`src/rtl/load_store_unit_pkg.sv`:
```
// ============================================================================
// Module : load_store_unit_pkg
// Brief  : Shared encodings for the load/store unit and the control unit.
// Rev    : 1.0 - initial release
// ============================================================================
`default_nettype none

package load_store_unit_pkg;

  typedef enum logic [1:0] {
    ST_IDLE = 2'd0,
    ST_WAIT = 2'd1,
    ST_DONE = 2'd2
  } lsu_state_e;

  typedef enum logic [1:0] {
    SZ_BYTE = 2'd0,
    SZ_HALF = 2'd1,
    SZ_WORD = 2'd2
  } access_size_e;

  // Load funct3 encodings
  localparam logic [2:0] F3_LB  = 3'b000;
  localparam logic [2:0] F3_LH  = 3'b001;
  localparam logic [2:0] F3_LW  = 3'b010;
  localparam logic [2:0] F3_LBU = 3'b100;
  localparam logic [2:0] F3_LHU = 3'b101;

  // Store width encodings
  localparam logic [1:0] SW_BYTE = 2'b00;
  localparam logic [1:0] SW_HALF = 2'b01;
  localparam logic [1:0] SW_WORD = 2'b10;

  // DATA_MEM_READ / DATA_MEM_WRITE opcodes as driven by the control unit
  localparam logic [3:0] MEM_RD_NONE = 4'b0000;
  localparam logic [3:0] MEM_RD_LB   = {1'b1, F3_LB};
  localparam logic [3:0] MEM_RD_LH   = {1'b1, F3_LH};
  localparam logic [3:0] MEM_RD_LW   = {1'b1, F3_LW};
  localparam logic [3:0] MEM_RD_LBU  = {1'b1, F3_LBU};
  localparam logic [3:0] MEM_RD_LHU  = {1'b1, F3_LHU};
  localparam logic [2:0] MEM_WR_NONE = 3'b000;
  localparam logic [2:0] MEM_WR_SB   = {1'b1, SW_BYTE};
  localparam logic [2:0] MEM_WR_SH   = {1'b1, SW_HALF};
  localparam logic [2:0] MEM_WR_SW   = {1'b1, SW_WORD};

  // Reserved load encodings fall through to a full word
  function automatic access_size_e load_size(input logic [2:0] f3);
    case (f3[1:0])
      2'b00:   return SZ_BYTE;
      2'b01:   return SZ_HALF;
      default: return SZ_WORD;
    endcase
  endfunction

  function automatic access_size_e store_size(input logic [1:0] w);
    case (w)
      SW_BYTE: return SZ_BYTE;
      SW_HALF: return SZ_HALF;
      default: return SZ_WORD;
    endcase
  endfunction

endpackage

`default_nettype wire

```
`src/rtl/load_store_unit_lane_align.sv`:
```
// ============================================================================
// Module : lsu_lane_align
// Brief  : Byte-enable generation, store replication, load extract/extend.
// Rev    : 1.0 - initial release
// ============================================================================
`default_nettype none

module lsu_lane_align
  import load_store_unit_pkg::*;
(
  input  access_size_e size_i,
  input  logic [1:0]   offset_i,
  input  logic [31:0]  store_data_i,
  input  logic [31:0]  load_word_i,
  input  logic [2:0]   load_funct3_i,
  input  logic [1:0]   load_offset_i,
  output logic [3:0]   byte_en_o,
  output logic [31:0]  store_data_o,
  output logic [31:0]  load_data_o
);

  logic [7:0]  w_lane_byte;
  logic [15:0] w_lane_half;
  logic        w_unsigned;

  always_comb begin
    byte_en_o    = 4'b1111;
    store_data_o = store_data_i;
    case (size_i)
      SZ_BYTE: begin
        byte_en_o    = 4'b0001 << offset_i;
        store_data_o = {4{store_data_i[7:0]}};
      end
      SZ_HALF: begin
        byte_en_o    = 4'b0011 << {offset_i[1], 1'b0};
        store_data_o = {2{store_data_i[15:0]}};
      end
      default: ;
    endcase
  end

  assign w_lane_byte = load_word_i[{load_offset_i, 3'b000} +: 8];
  assign w_lane_half = load_offset_i[1] ? load_word_i[31:16] : load_word_i[15:0];
  assign w_unsigned  = load_funct3_i[2];

  always_comb begin
    load_data_o = load_word_i;
    case (load_size(load_funct3_i))
      SZ_BYTE: load_data_o = {{24{w_lane_byte[7] & ~w_unsigned}}, w_lane_byte};
      SZ_HALF: load_data_o = {{16{w_lane_half[15] & ~w_unsigned}}, w_lane_half};
      default: ;
    endcase
  end

endmodule

`default_nettype wire

```
`src/rtl/load_store_unit.sv`:
```
// ============================================================================
// Module : load_store_unit
// Brief  : Memory-stage load/store sequencer with bus timeout.
//          Define MISALIGN_TRAP_EN to trap misaligned accesses instead of
//          forcing them to natural alignment.
// Rev    : 1.0 - initial release
// ============================================================================
`default_nettype none

module load_store_unit
  import load_store_unit_pkg::*;
#(
  parameter int TIMEOUT_CYCLES = 255,
  parameter int ADDR_WIDTH     = 32
) (
  input  logic                  CLK,
  input  logic                  RESET,
  input  logic [3:0]            DATA_MEM_READ,
  input  logic [2:0]            DATA_MEM_WRITE,
  input  logic [ADDR_WIDTH-1:0] ADDRESS,
  input  logic [31:0]           WRITE_DATA,
  output logic [31:0]           READ_DATA,
  output logic                  BUSY,
  output logic                  BUS_ERROR,
  output logic                  MEM_READ,
  output logic                  MEM_WRITE,
  output logic [ADDR_WIDTH-3:0] MEM_ADDRESS,
  output logic [31:0]           MEM_WRITEDATA,
  output logic [3:0]            MEM_BYTE_EN,
  input  logic [31:0]           MEM_READDATA,
  input  logic                  MEM_ACK
`ifdef MISALIGN_TRAP_EN
  ,
  output logic                  MISALIGNED
`endif
);

  localparam logic [7:0] c_TIMEOUT_LAST = 8'(TIMEOUT_CYCLES - 1);

  lsu_state_e            state_q, state_d;
  logic [7:0]            cnt_q, cnt_d;
  logic                  rd_q, rd_d, wr_q, wr_d;
  logic [ADDR_WIDTH-3:0] addr_q, addr_d;
  logic [31:0]           wdata_q, wdata_d;
  logic [3:0]            be_q, be_d;
  logic [2:0]            funct3_q, funct3_d;
  logic [1:0]            offset_q, offset_d;
  logic [31:0]           rdata_q, rdata_d;
  logic                  err_q, err_d;

  logic                  w_store_req, w_req, w_trap, w_busy;
  access_size_e          w_size;
  logic [1:0]            w_offset;
  logic [3:0]            w_be;
  logic [31:0]           w_store_data, w_load_data;

  // Store wins when both enables are set
  assign w_store_req = DATA_MEM_WRITE[2];
  assign w_req       = DATA_MEM_WRITE[2] | DATA_MEM_READ[3];
  assign w_size      = w_store_req ? store_size(DATA_MEM_WRITE[1:0])
                                   : load_size(DATA_MEM_READ[2:0]);

  always_comb begin
    w_offset = ADDRESS[1:0];
    case (w_size)
      SZ_HALF: w_offset = {ADDRESS[1], 1'b0};
      SZ_WORD: w_offset = 2'b00;
      default: ;
    endcase
  end

  lsu_lane_align u_lane_align (
    .size_i        (w_size),
    .offset_i      (w_offset),
    .store_data_i  (WRITE_DATA),
    .load_word_i   (MEM_READDATA),
    .load_funct3_i (funct3_q),
    .load_offset_i (offset_q),
    .byte_en_o     (w_be),
    .store_data_o  (w_store_data),
    .load_data_o   (w_load_data)
  );

`ifdef MISALIGN_TRAP_EN
  logic w_misaligned, mis_q, mis_d;

  assign w_misaligned = (w_size == SZ_HALF && ADDRESS[0]) ||
                        (w_size == SZ_WORD && ADDRESS[1:0] != 2'b00);
  assign w_trap       = w_misaligned;
  assign mis_d        = (state_q == ST_IDLE) && w_req && w_misaligned;
  assign MISALIGNED   = mis_q;

  always_ff @(posedge CLK or posedge RESET) begin
    if (RESET) mis_q <= 1'b0;
    else       mis_q <= mis_d;
  end
`else
  assign w_trap = 1'b0;
`endif

  always_comb begin
    state_d  = state_q;
    cnt_d    = cnt_q;
    rd_d     = rd_q;
    wr_d     = wr_q;
    addr_d   = addr_q;
    wdata_d  = wdata_q;
    be_d     = be_q;
    funct3_d = funct3_q;
    offset_d = offset_q;
    rdata_d  = rdata_q;
    err_d    = 1'b0;
    w_busy   = 1'b0;
    case (state_q)
      ST_IDLE: begin
        w_busy = w_req;
        if (w_req) begin
          if (w_trap) begin
            state_d = ST_DONE;
          end else begin
            state_d  = ST_WAIT;
            cnt_d    = 8'd0;
            rd_d     = ~w_store_req;
            wr_d     = w_store_req;
            addr_d   = ADDRESS[ADDR_WIDTH-1:2];
            wdata_d  = w_store_data;
            be_d     = w_be;
            funct3_d = DATA_MEM_READ[2:0];
            offset_d = w_offset;
          end
        end
      end
      ST_WAIT: begin
        w_busy = 1'b1;
        cnt_d  = cnt_q + 8'd1;
        if (MEM_ACK) begin
          rd_d    = 1'b0;
          wr_d    = 1'b0;
          state_d = ST_DONE;
          if (rd_q) rdata_d = w_load_data;
        end else if (cnt_q == c_TIMEOUT_LAST) begin
          rd_d    = 1'b0;
          wr_d    = 1'b0;
          err_d   = 1'b1;
          rdata_d = 32'd0;
          state_d = ST_DONE;
        end
      end
      ST_DONE: state_d = ST_IDLE;
      default: state_d = ST_IDLE;
    endcase
  end

  always_ff @(posedge CLK or posedge RESET) begin
    if (RESET) begin
      state_q  <= ST_IDLE;
      cnt_q    <= 8'd0;
      rd_q     <= 1'b0;
      wr_q     <= 1'b0;
      addr_q   <= '0;
      wdata_q  <= 32'd0;
      be_q     <= 4'd0;
      funct3_q <= 3'd0;
      offset_q <= 2'd0;
      rdata_q  <= 32'd0;
      err_q    <= 1'b0;
    end else begin
      state_q  <= state_d;
      cnt_q    <= cnt_d;
      rd_q     <= rd_d;
      wr_q     <= wr_d;
      addr_q   <= addr_d;
      wdata_q  <= wdata_d;
      be_q     <= be_d;
      funct3_q <= funct3_d;
      offset_q <= offset_d;
      rdata_q  <= rdata_d;
      err_q    <= err_d;
    end
  end

  assign BUSY          = w_busy;
  assign READ_DATA     = rdata_q;
  assign BUS_ERROR     = err_q;
  assign MEM_READ      = rd_q;
  assign MEM_WRITE     = wr_q;
  assign MEM_ADDRESS   = addr_q;
  assign MEM_WRITEDATA = wdata_q;
  assign MEM_BYTE_EN   = be_q;

endmodule

`default_nettype wire
```
`config.mk`:
```
export PLATFORM = sky130hd
export DESIGN_NAME = load_store_unit
export DESIGN_NICKNAME = d
export VERILOG_FILES = /design/src/rtl/load_store_unit_pkg.sv /design/src/rtl/load_store_unit_lane_align.sv /design/src/rtl/load_store_unit.sv
export SDC_FILE = /design/constraint.sdc
export NUM_CORES = 1
export LEC_CHECK = 0
export CORE_MARGIN = 1
export CORE_UTILIZATION = 47
export DETAILED_ROUTE_END_ITERATION = 6
export GPL_ROUTABILITY_DRIVEN = 1
export PLACE_DENSITY = 0.88
export SLEW_MARGIN = 20
export SYNTH_ARGS = -nofsm -noshare
export SYNTH_HDL_FRONTEND = slang
export SYNTH_HIERARCHICAL = 1
export SYNTH_SLANG_ARGS = --single-unit
```
`constraint.sdc`:
```
create_clock -name CLK -period 5.5 [get_ports CLK]
set_input_delay 1.375 -clock CLK [delete_from_list [all_inputs] [get_ports CLK]]
set_output_delay 1.375 -clock CLK [all_outputs]
set_load 0.05 [all_outputs]
```
==> metrics.cfg <==
[route]
detail_route.wl_per_cell_um=18.4
vias=5245
routed_via_density=5.50
ant_nets=0
drc=0
wl_um=17500
dr.pass1.iters=5
drtIter0Drc=359

[finish]
fin_util_pct=68.5
nNetsFinal=874
finalNonFillerCells=954
diodes=0
area_delta_synth_final_pct=41.1
drive_gt1_share_pct=18.1

[global_routing]
overflow=0
grt_start_max_net_pins=88
grt_first_pass_wirelength_um=28000
grtUsageTotal_pct=25.5
antenna_found_initial=0
first_global_vias=5376

[yosys]
synthArstFlopShare_pct=100
synth.area.top_cells=dfrtp_1, mux2_4, mux2_2
syn-cell-area_um2=6450
yosysSeqAreaShare_pct=45.0
syn_inst=578
synth_edf_count=0
netlist.area_leader.share_pct=45.0
synth_fp_nets=687
yosys.area.top_type=dfrtp_1
synth.distinct_cells=41
synth_seq_cells=116
synthFlopType=dfrtp_1
syn_avg_cell_area_um2=11.2
yosysMostFrequentCell=dfrtp_1
yosys_warnings=6
synthTopCellsByCount=dfrtp_1, mux2_4, nand2_1, inv_1, nand2b_1

[timing]
finalClockSkew_ns=0.00604
finalHoldViolCount=0
worstMarginPinSlew_ns=1.08
fmax_mhz=226
slew_headroom_pct=27.8
drv_slew=0
grt_setup_unrepaired=false
fin_crit_ns=4.43
finalSetupViolations=0
fin_crit_sh_pct=80.6
tns_ns=0

[worst_setup_path]
path_class=in2out
path_max_fanout=7
r2r_start=offset_q[1]
worstRegToRegCells=6
r2r_slack_ns=3.12
arrival_ns=3.06
critPathRequiredTime_ns=4.12
r2r_end=READ_DATA[25]
worstSetupEndpointType=primary output
start_kind=input pin

[hold_path]
min_path_type=reg2reg
min_to=MEM_WRITEDATA[4]
hold_start=MEM_WRITEDATA[4]
holdPathStages=1

[power]
clkPwrFrac_pct=18.5
swShare_pct=45.3
p_leak_uw=0.00399
power_frac_comb_pct=56.5
finalPower_uw=6360
netSwitchingPower_uw=2880
power_frac_seq_pct=25.0
p_int_uw=3480
irDropWorstVdd_mv=0.500
powerDensity_nw_per_um2=699

[flow_run]
cap_violations=0

[floorplanning]
die_h_um=119
start_util_pct=48.5
dieWidth_um=119
core_um2=13300
std_cell_rows=42
num_io_pins=208
die_area_um2=14200

[clock_tree]
cts-root-buf=clkbuf_16
path_clk_slew_ns=0.05
cts_setup_buffers=0
cts_buffers=17
post_cts_resized=0
clkSinkCount=116
cts_tree=built
worst_skew_pair.late_latency_ns=0.41
cts_buffer_depth=2
h-tree-depth=4
cts_hold_buf=0

[place]
hpwl_um=12000
portBuffers=207
dp.cells=922
gp_congestion=0.899

[status]
status=finished clean

## routing by layer
metal,routed length (um),vias to the layer above,part of all wire [%],track usage [%]
li1,-,2388,-,-
met2,8370,291,48,42.7
met5,0,-,0,0
met1,6940,2529,40,29.5
met4,446,0,2.5,10.2
met3,1800,37,10,9.48
## state kept, by name (all words and copies together) (netlist names)
register	count
MEM_WRITEDATA	32
READ_DATA	32
MEM_ADDRESS	30
cnt_q	8
MEM_BYTE_EN	4
funct3_q	3
offset_q	2
state_q	2
BUS_ERROR	1
MEM_READ	1
MEM_WRITE	1
## final cells by class
cell class	count	area [um2]
clock inverters	9	150
repair buffers	216	2150
multi-input cells	376	3050
clock buffers	23	478
well taps	176	220
flip-flops and latches	116	2900
inverters	38	148
fillers	926	4190
## worst max path at each step
stage / to / slack (ns) / cells past startpoint / startpoint
global route: BUSY / 0.98 / 5 / DATA_MEM_WRITE[2]
finish: BUSY / 1.07 / 5 / DATA_MEM_WRITE[2]
global placement: BUSY / 1.11 / 5 / DATA_MEM_WRITE[2]
detailed placement: BUSY / 1.06 / 5 / DATA_MEM_WRITE[2]
CTS: BUSY / 1.06 / 5 / DATA_MEM_WRITE[2]
floorplan: BUS_ERROR / 1.05 / 1 / RESET
## power by group through the flow
| stage | Combinational [uW] | Sequential, uW | Clock [uW] |
|---|---|---|---|
| 6_report | 3600 | 1590 | 1180 |
| 5_1_grt | 3750 | 1640 | 1230 |
| 4_1_cts | 3600 | 1590 | 1200 |
| 3_5_place_dp | 3580 | 1580 | 0 |
| 3_3_place_gp | 3510 | 1560 | 0 |
| 2_1_floorplan | 1410 | 2760 | 0 |
## critical path, cell delays in order
cell             delay [ns]
clkdlybuf4s50_1        0.46
buf_4                  0.16
nor3_1                 0.08
nor2_1                 0.16
clkdlybuf4s50_1        0.83
## cell usage in the layout, fill, tap and decap left out, types with 4 or more instances in the layout
master / synthesis / final
nor2b_1: 12 / 12
nor2_1: 24 / 23
mux2_4: 69 / 69
buf_4: 8 / 8
mux2_2: 28 / 28
nand4_1: 4 / 4
inv_1: 38 / 37
bufinv_16: 0 / 4
a21oi_1: 34 / 33
a22oi_1: 9 / 9
o221ai_1: 32 / 32
clkdlybuf4s50_1: 0 / 207
mux2i_1: 15 / 15
nand2_1: 51 / 51
dfrtp_1: 116 / 116
o21ai_0: 25 / 24
nand2b_1: 37 / 37
clkbuf_16: 0 / 17
## logic make-up after synthesis
logic type | after synthesis | synth area share (%)
adders and majority gates | 3 | 0.582
DFF | 116 | 45.0
and+or+nand+nor | 147 | 11.7
muxes | 112 | 23.3
buffers and inverters | 86 | 7.84
AOI/OAI and AO/OA | 114 | 11.6
## per-stage QoR
| step | hold slack (ns) | worst slack, ns | area [um2] |
|---|---|---|---|
| floorplan | 0.454 | 1.05 | 6450 |
| global placement | 0.482 | 1.11 | 8470 |
| detailed placement | 0.491 | 1.06 | 8470 |
| CTS | 0.509 | 1.06 | 9100 |
| global route | 0.527 | 0.983 | 9100 |
| finish | 0.506 | 1.07 | 9100 |
No activity file was read; power rests on OpenSTA's default activity.
